**src/rtl/hazard_scoreboard.sv**
```systemverilog
// Destination-tag pipeline (ID/EX .. post-WB) and stall generator for load-use
// and ecall/x17 hazards that forwarding cannot resolve.
module hazard_scoreboard #(
    parameter int CNT_W = 16
) (
    input  logic             clk,
    input  logic             reset,
    input  logic             id_valid,
    input  logic [4:0]       id_rs1,
    input  logic [4:0]       id_rs2,
    input  logic             id_use_rs1,
    input  logic             id_use_rs2,
    input  logic [4:0]       id_rd,
    input  logic             id_reg_write,
    input  logic             id_mem_read,
    input  logic             id_is_ecall,
    input  logic             flush,
    output logic             stall,
    output logic [4:0]       ID_EX_rd,
    output logic             ID_EX_reg_write,
    output logic             ID_EX_mem_read,
    output logic [4:0]       EX_MEM_rd,
    output logic             EX_MEM_reg_write,
    output logic             EX_MEM_mem_read,
    output logic [4:0]       MEM_WB_rd,
    output logic             MEM_WB_reg_write,
    output logic [4:0]       WB_write_rd,
    output logic             WB_reg_write,
    output logic [CNT_W-1:0] stall_cycles
);
    localparam logic [4:0] X17 = 5'd17;

    typedef struct packed {
        logic [4:0] rd;
        logic       reg_write;
        logic       mem_read;
    } ld_tag_t;

    typedef struct packed {
        logic [4:0] rd;
        logic       reg_write;
    } wr_tag_t;

    ld_tag_t          id_ex_q, id_ex_d, ex_mem_q;
    wr_tag_t          mem_wb_q, wb_q;
    logic [CNT_W-1:0] cnt_q, cnt_d;
    logic             id_ex_eff, ex_mem_eff, load_use, ecall_hz;

    // NOTE: every always_comb output gets a default first so no path leaves it unassigned (no latch).
    always_comb begin
        id_ex_eff  = id_ex_q.reg_write && (id_ex_q.rd != 5'd0);
        ex_mem_eff = ex_mem_q.reg_write && (ex_mem_q.rd != 5'd0);

        load_use = id_valid && id_ex_eff && id_ex_q.mem_read &&
                   ((id_use_rs1 && (id_rs1 == id_ex_q.rd)) ||
                    (id_use_rs2 && (id_rs2 == id_ex_q.rd)));

        ecall_hz = id_valid && id_is_ecall &&
                   ((id_ex_eff && (id_ex_q.rd == X17)) ||
                    (ex_mem_eff && (ex_mem_q.rd == X17) && ex_mem_q.mem_read));

        stall = (load_use || ecall_hz) && !flush && !reset;

        // Flush, stall and an empty ID slot all inject the same bubble.
        id_ex_d = '0;
        if (id_valid && !flush && !stall) begin
            id_ex_d = '{rd: id_rd, reg_write: id_reg_write, mem_read: id_mem_read};
        end

        cnt_d = cnt_q;
        if (stall && (cnt_q != '1)) begin
            cnt_d = cnt_q + 1'b1;
        end
    end

    // NOTE: sequential state uses non-blocking assignments so every stage samples pre-edge values.
    always_ff @(posedge clk or posedge reset) begin
        if (reset) begin
            id_ex_q  <= '0;
            ex_mem_q <= '0;
            mem_wb_q <= '0;
            wb_q     <= '0;
            cnt_q    <= '0;
        end else begin
            id_ex_q  <= id_ex_d;
            ex_mem_q <= id_ex_q;
            mem_wb_q <= '{rd: ex_mem_q.rd, reg_write: ex_mem_q.reg_write};
            wb_q     <= mem_wb_q;
            cnt_q    <= cnt_d;
        end
    end

    assign ID_EX_rd         = id_ex_q.rd;
    assign ID_EX_reg_write  = id_ex_q.reg_write;
    assign ID_EX_mem_read   = id_ex_q.mem_read;
    assign EX_MEM_rd        = ex_mem_q.rd;
    assign EX_MEM_reg_write = ex_mem_q.reg_write;
    assign EX_MEM_mem_read  = ex_mem_q.mem_read;
    assign MEM_WB_rd        = mem_wb_q.rd;
    assign MEM_WB_reg_write = mem_wb_q.reg_write;
    assign WB_write_rd      = wb_q.rd;
    assign WB_reg_write     = wb_q.reg_write;
    assign stall_cycles     = cnt_q;

endmodule

```
**config.mk**
```make
export PLATFORM = sky130hd
export DESIGN_NAME = hazard_scoreboard
export DESIGN_NICKNAME = d
export VERILOG_FILES = /design/src/rtl/hazard_scoreboard.sv
export SDC_FILE = /design/constraint.sdc
export NUM_CORES = 1
export LEC_CHECK = 0
export BUFFER_PORTS_ARGS = -buffer_cell sky130_fd_sc_hd__buf_2
export CAP_MARGIN = 30
export CORE_MARGIN = 1
export CORE_UTILIZATION = 35
export DETAILED_ROUTE_END_ITERATION = 8
export GPL_ROUTABILITY_DRIVEN = 1
export GPL_TIMING_DRIVEN = 1
export HOLD_SLACK_MARGIN = 0.03
export PLACE_DENSITY = 0.69
export SYNTH_ARGS = -nofsm -noshare
export SYNTH_HDL_FRONTEND = slang
export SYNTH_SLANG_ARGS = --single-unit
```
**constraint.sdc**
```tcl
create_clock -name clk -period 3.05 [get_ports clk]
set_input_delay 0.7625 -clock clk [delete_from_list [all_inputs] [get_ports clk]]
set_output_delay 0.7625 -clock clk [all_outputs]
set_load 0.02 [all_outputs]
```
# After elaboration in Yosys (flattened, before gate mapping)
# Cells that the tools add are included.
# Widths: inputs -> output; s select.
# op_classes
add_sub_neg	1
mul	0
div	0
n_lt_le_gt_ge	0
n_eq_ne	5
n_shift	0
mux	1
bitwise	0
reduce_logical	25
# ops
cell	n
$logic_and 1x1->1	17
$add 16x1->16 const B	1
$ne 16x16->1 const B	1
$eq 5x5->1	2
$eq 5x5->1 const B	2
$reduce_bool 5->1	2
$mux 7	1
$logic_not 1->1	3
$logic_or 1x1->1	3
# word_totals
regBits	42
latchBits	0
mem_bits_rw	0
rom_bits	0
wordCells	43
memories	0

# Logic depth before layout (Yosys ltp)
# Gate-level depths: netlist (run 1).
# logic_depth
depth_word	12
depth_mapped	7

# Worst setup path before layout (run 1)
# Ideal clock, no wire load.
# synth_path
path_kind	input -> output
from	input port reset
to	output port stall
arrival_time_ns	2.244
t_required_ns	2.288
path_slack_ns	0.043
stages	4
path_cell_list	inv_1 nand2b_1 nor2_1 and2_1
# synth_between
elab_chain_cells	2
# synth_rtl
item	line_no	source
start: declaration	7	input logic reset,
$logic_not 1->1 (no line)	n/a	
$logic_and 1x1->1	62	stall = (load_use || ecall_hz) && !flush && !reset;
end: declaration	18	output logic stall,
# Every way passes these cells.

# Worst setup path in the final report (run 1)
# layout_path
from	input port id_rs1[3]
to	output port stall
# layout_between
elab_chain_cells	7
# layout_rtl
item	line_no	source
start: declaration	9	input logic [4:0] id_rs1,
$eq 5x5->1	55	((id_use_rs1 && (id_rs1 == id_ex_q.rd)) ||
$logic_and 1x1->1	55	
$logic_or 1x1->1	55	
$logic_and 1x1->1	54	load_use = id_valid && id_ex_eff && id_ex_q.mem_read &&
$logic_or 1x1->1	62	
$logic_and 1x1->1 (2 in a row)	62	
# Every way passes these cells.

==> flow_metrics.tcl, run 1 <==
set metrics [dict create \
    ys_ff_latch 42 \
    ios 67 \
    ys_seq_area_frac 0.6009 \
    clock_sinks 42 \
    grt_antenna_before_repair 0 \
    hold_ws_ps 375.8 \
    drive_gt1_frac 0.3879 \
    vias_per_cell 4.808 \
    yosysMostFrequentCell "dfrtp_1" \
    grt_pass1_wl_um 6078 \
    outcome "finished, final reports clean" \
    overflow 0 \
    dr_total_vias 1351 \
    worstHoldPathCells 0 \
    drt_iter0_drc 54 \
    cts-root-buf "clkbuf_8" \
    ys_top_cells_by_count "dfrtp_1, xnor2_1, nand3_1, xor2_1, and2_1" \
    cts_buffers 5 \
    clock_skew_ps 2.015 \
    tns_ps 0 \
    cpPeakStageDelay_ps 340 \
    ctsResizeCount 0 \
    first_pass_iters 4 \
    relSlewSlack 0.6596 \
    core_um2 4755 \
    grt_max_degree 43 \
    period_share 0.8701 \
    path_buf_inv 2 \
    grt_pass1_vias 1325 \
    hold_viol 0 \
    drtAntennaViolNets 0 \
    yosysTopAreaCellShare 0.6009 \
    ys.flop_type "dfrtp_1" \
    hold_class "reg -> reg" \
    crit_fanout 2 \
    antenna_cells 0 \
    grt_usage 0.1499 \
    die_h_um 72.70 \
    gp_congestion 0.7964 \
    path_clk_slew_ps 80 \
    synth_area_leader_cell "dfrtp_1" \
    fmax_mhz 376.8 \
    p_total_uw 1025 \
    startpoint_type "input port" \
    rsz0062_at_grt "no" \
    synthCells 138 \
    ctsLongestPathBuffers 2 \
    criticalPathCategory "in -> out" \
    routedWlPerCell_um 13.02 \
    powerDensity_nw_per_um2 450.5 \
    postLayoutCellArea_um2 2275 \
    cts_hold_buf 0 \
    num_rows 25 \
    dpl.hpwl_um 2810 \
    cp.depth 7 \
    syn_nets 163 \
    routed_wl_um 3658 \
    ys_types 31 \
    synthToLayoutAreaGrowth_pct 30.04 \
    post-route-util 0.4784 \
    clkLatencyLatePin_ps 290 \
    drc 0 \
    yosys_warnings 0 \
    netlist_area_um2 1749 \
    crit_required_ps 2290 \
    endpoint_kind "primary output" \
    nets 238 \
    setup_violations 0 \
    maxSlewViolCount 0 \
    ys_async_sr_fraction 1.000 \
    drv_cap 0 \
    fin_crit_ps 2654 \
    synth_edf_count 0 \
    ir_worst_vdd_v 0.0001556 \
    syn_area_per_cell_um2 12.68 \
    die_area_um2 5285 \
    cpMostUsedCell "buf_2" \
    die_w_um 72.70 \
    placed_cell_area_um2 2181 \
    worstRegToRegCells 7 \
    cp_data_arrival_time_ps 1890 \
    cts_tree "yes" \
    crit_chain "buf_2, xor2_1, nor4_1, nand4_1, nand3_1, and2_1, buf_2" \
    postCtsSetupRepairBufs 0 \
    slowest_stage "nor4_1" \
    start_util 0.3679 \
    leakagePower_uw 0.001253 \
    tightest_slew_ps 510.6 \
    ys_top_cells_by_area "dfrtp_1, xnor2_1, xor2_1" \
    numPortBuffers 66 \
    crit_family "simple AND/OR/NAND/NOR gates" \
    h-tree-depth 2 \
]
[per-stage QoR]
| step | cells | setup WS, ps |
|---|---|---|
| CTS | 281 | 374.5 |
| global placement | 273 | 433.4 |
| finish | 281 | 396.2 |
| detailed placement | 273 | 379.4 |
| global route | 281 | 271.2 |
| floorplan | 138 | 43.17 |
[final timing paths]
check,start,end,slack (ps)
min reg2reg,MEM_WB_rd[4],WB_write_rd[4],380
min in group asynchronous,reset,stall_cycles[8],610
max,id_rs1[3],stall,400
max in group asynchronous,reset,EX_MEM_mem_read,2080
min,MEM_WB_rd[4],WB_write_rd[4],380
max reg2reg,stall_cycles[0],stall_cycles[14],960
[per-layer routing]
metal	track usage	vias up	routed length (µm)
met5	0	-	0
met4	0.03922	0	29
met3	0.04144	4	203
met2	0.2492	47	1715
met1	0.1927	664	1709
li1	-	636	-
[state kept, by name, indices dropped and copies added (netlist names)]
name,count
stall_cycles,16
EX_MEM_rd,5
ID_EX_rd,5
MEM_WB_rd,5
WB_write_rd,5
EX_MEM_mem_read,1
EX_MEM_reg_write,1
ID_EX_mem_read,1
ID_EX_reg_write,1
MEM_WB_reg_write,1
WB_reg_write,1
[where the power goes]
part	internal [µW]	switching [µW]	total, µW	leakage [µW]
Clock	165	197	362	0.0000447
Sequential	569	11.9	581	0.000573
Combinational	31.6	49.5	81.1	0.000635
[worst register-to-register path: cells and delay by family, from the launching register on]
family | cells | cell delay [ps]
AO/OA/AOI/OAI | 1 | 310
XOR/XNOR | 1 | 150
adder cells (fa/ha/maj) | 1 | 230
flip-flops | 1 | 440
AND/OR/NAND/NOR | 4 | 860
[cell families (layout without fill, tap and decap cells)]
group           after synthesis  count (layout)  synth area share
simple gates                 59              59            0.2282
mux                           1               1          0.006437
compound gates                8               8           0.03004
fa+ha+maj                     1               1          0.007152
buf+inv                       3              79          0.007152
flops                        42              42            0.6009
xor+xnor                     24              24            0.1202
[cell usage in the layout (no fill, tap or decap), types with 2 or more instances in the layout]
cell,n
nand2b_1,2
and2_1,9
xor2_1,11
nor3b_1,3
nand4_1,6
buf_4,3
a31oi_1,2
xnor2_1,13
and3_1,8
clkbuf_8,5
dfrtp_1,42
nand3_1,12
nand2_1,4
inv_1,2
nor3_1,2
a21oi_1,2
nor2_1,3
buf_2,66
nor4_1,2
[area by class of cell]
class,count,area [µm²]
multi-input combinational,93,685.7
clock inverter,3,25.02
clock buffer,5,68.82
timing repair buffer,69,352.8
tap,67,83.83
fill,464,2480
inverter,2,7.507
sequential,42,1051
Note: power is estimated with default switching activity, not from simulation.
==> run 2: changes to the inputs <==
--- a/config.mk
+++ b/config.mk
@@ -11,7 +11,7 @@
 export CORE_UTILIZATION = 35
 export DETAILED_ROUTE_END_ITERATION = 8
 export GPL_ROUTABILITY_DRIVEN = 1
-export GPL_TIMING_DRIVEN = 1
+export GPL_TIMING_DRIVEN = 0
 export HOLD_SLACK_MARGIN = 0.03
 export PLACE_DENSITY = 0.69
 export SYNTH_ARGS = -nofsm -noshare
==> run 2 against run 1 <==
Effect of this change:
- clock skew increased by 5.1 ps
- count of clock-buffer cells in the layout unchanged
- clock power is 17% higher
- power rose by 5.9%
- die area unchanged
==> flow_metrics.tcl, run 2 (synthesis gave the netlist of run 1 again) <==
set metrics [dict create \
    clkLatencyLatePin_ps 290 \
    cpPeakStageDelay_ps 270 \
    synthToLayoutAreaGrowth_pct 31.26 \
    hold_class "reg -> reg" \
    grt_pass1_vias 1308 \
    outcome "finished, final reports clean" \
    leakagePower_uw 0.001263 \
    grt_max_degree 44 \
    layout_commonest_cell "buf_2" \
    layout_common_cells "buf_2, dfrtp_1, xnor2_1" \
    endpoint_kind "primary output" \
    dr_total_vias 1363 \
    num_rows 25 \
    dp.cells 271 \
    tns_ps 0 \
    hold_viol 0 \
    maxSlewViolCount 0 \
    nets 236 \
    drtAntennaViolNets 0 \
    largest_reg_flops 16 \
    period_share 0.9604 \
    vias_per_cell 4.885 \
    core_um2 4755 \
    dpl.hpwl_um 2824 \
    routedWlPerCell_um 13.62 \
    antenna_cells 0 \
    ctsLongestPathBuffers 2 \
    numPortBuffers 66 \
    die_area_um2 5285 \
    r2r_start "stall_cycles[0]" \
    cts-root-buf "clkbuf_8" \
    hp-start "MEM_WB_rd[1]" \
    start_util 0.3679 \
    cpMostUsedCell "buf_2" \
    fin_crit_ps 2929 \
    crit_chain "buf_2, xor2_1, nor4_2, nand4_1, nand3_4, clkbuf_4, and2_1, buf_2" \
    criticalPathCategory "in -> out" \
    drive_gt1_frac 0.3962 \
    crit_required_ps 2290 \
    cp-startpoint "id_rs1[3]" \
    clock_skew_ps 7.116 \
    fillers 473 \
    clock_sinks 42 \
    grt_antenna_before_repair 0 \
    ir_worst_vdd_v 0.0001815 \
    postCtsSetupRepairBufs 0 \
    cts_buffers 5 \
    hold_ws_ps 375.0 \
    rsz0062_at_grt "no" \
    drt_iter0_drc 111 \
    die_w_um 72.70 \
    drv_cap 0 \
    grt_usage 0.1564 \
    overflow 0 \
    cp_data_arrival_time_ps 2170 \
    die_h_um 72.70 \
    powerDensity_nw_per_um2 472.7 \
    post-route-util 0.4829 \
    cts_tree "yes" \
    slowest_stage "nor4_2" \
    first_pass_iters 4 \
    relSlewSlack 0.5835 \
    grt_pass1_wl_um 6237 \
    h-tree-depth 2 \
    final_cell_count_no_fill 279 \
    crit_fanout 10 \
    setup_violations 0 \
    fmax_mhz 341.4 \
    ios 67 \
    routed_wl_um 3800 \
    gp_congestion 0.7706 \
    path_clk_slew_ps 80 \
    drc 0 \
    tightest_slew_ps 622.5 \
    startpoint_type "input port" \
]
==> run 2: changes by cell type in the layout (fill, tap and decap cells not counted) <==
cell	change
buf_4	-3
bufinv_16	+1
clkbuf_4	+1
clkinv_2	+2
clkinv_4	-1
clkinvlp_4	-1
inv_1	-1
inv_4	+1
inv_6	-1
nand3_1	-1
nand3_4	+1
nor4_1	-1
nor4_2	+1
==> run 2: worst max-delay path, delay by kind of cell <==
kind	cells	cell delay, ps
AND/OR/NAND/NOR	4	770
XOR/XNOR	1	140
buffers and inverters	3	480
==> run 2: report_power, final <==
part	internal, µW	total, µW	switching, µW
Sequential	570	581	11.8
Combinational	30.7	80.9	50.2
Clock	241	423	182
Total	841	1090	244
==> run 2: path summary, 6_finish.rpt <==
| kind | endpoint | slack (ps) | cells past startpoint |
|---|---|---|---|
| setup / recovery | stall | 120 | 8 |
| hold / removal | WB_write_rd[1] | 380 | 0 |
| setup reg to reg | stall_cycles[14] | 980 | 7 |
| hold reg to reg | WB_write_rd[1] | 380 | 0 |
| max in group asynchronous | ID_EX_rd[2] | 2170 | 2 |
| min in group asynchronous | stall_cycles[3] | 510 | 2 |
==> run 2: final cells by class <==
type | count | area [µm²] | area share
Sequential cell | 42 | 1051 | 0.4578
Buffer | 1 | 7.507 | 0.003270
Clock buffer | 5 | 68.82 | 0.02997
Tap cell | 67 | 83.83 | 0.03651
Clock inverter | 3 | 40.04 | 0.01744
Timing Repair Buffer | 66 | 330.3 | 0.1439
Inverter | 2 | 10.01 | 0.004360
Multi-Input combinational cell | 93 | 704.4 | 0.3068
==> run 2: what timing repair did <==
action                     in CTS  in global routing
hold buffers                    0                  0
pin swaps                       0                  0
resized for setup               1                  5
setup endpoints to repair       1                  1
==> run 2: routing by layer <==
metal,global-route usage,routed length [µm],vias up
met5,0,0,-
met4,0.06536,34,0
met3,0.04696,254,5
met2,0.2440,1849,56
met1,0.2027,1661,668
li1,-,-,634
==> run 2: stage by stage <==
step / power [µW] / cell area, µm² / setup WS, ps
2_1_floorplan: 634.8 / 1749 / 43.17
3_3_place_gp: 671.4 / 2163 / -501.2
3_5_place_dp: 673.6 / 2163 / -52.64
4_1_cts: 1102 / 2277 / 48.14
5_1_grt: 1135 / 2296 / 55.58
6_report: 1085 / 2296 / 120.9
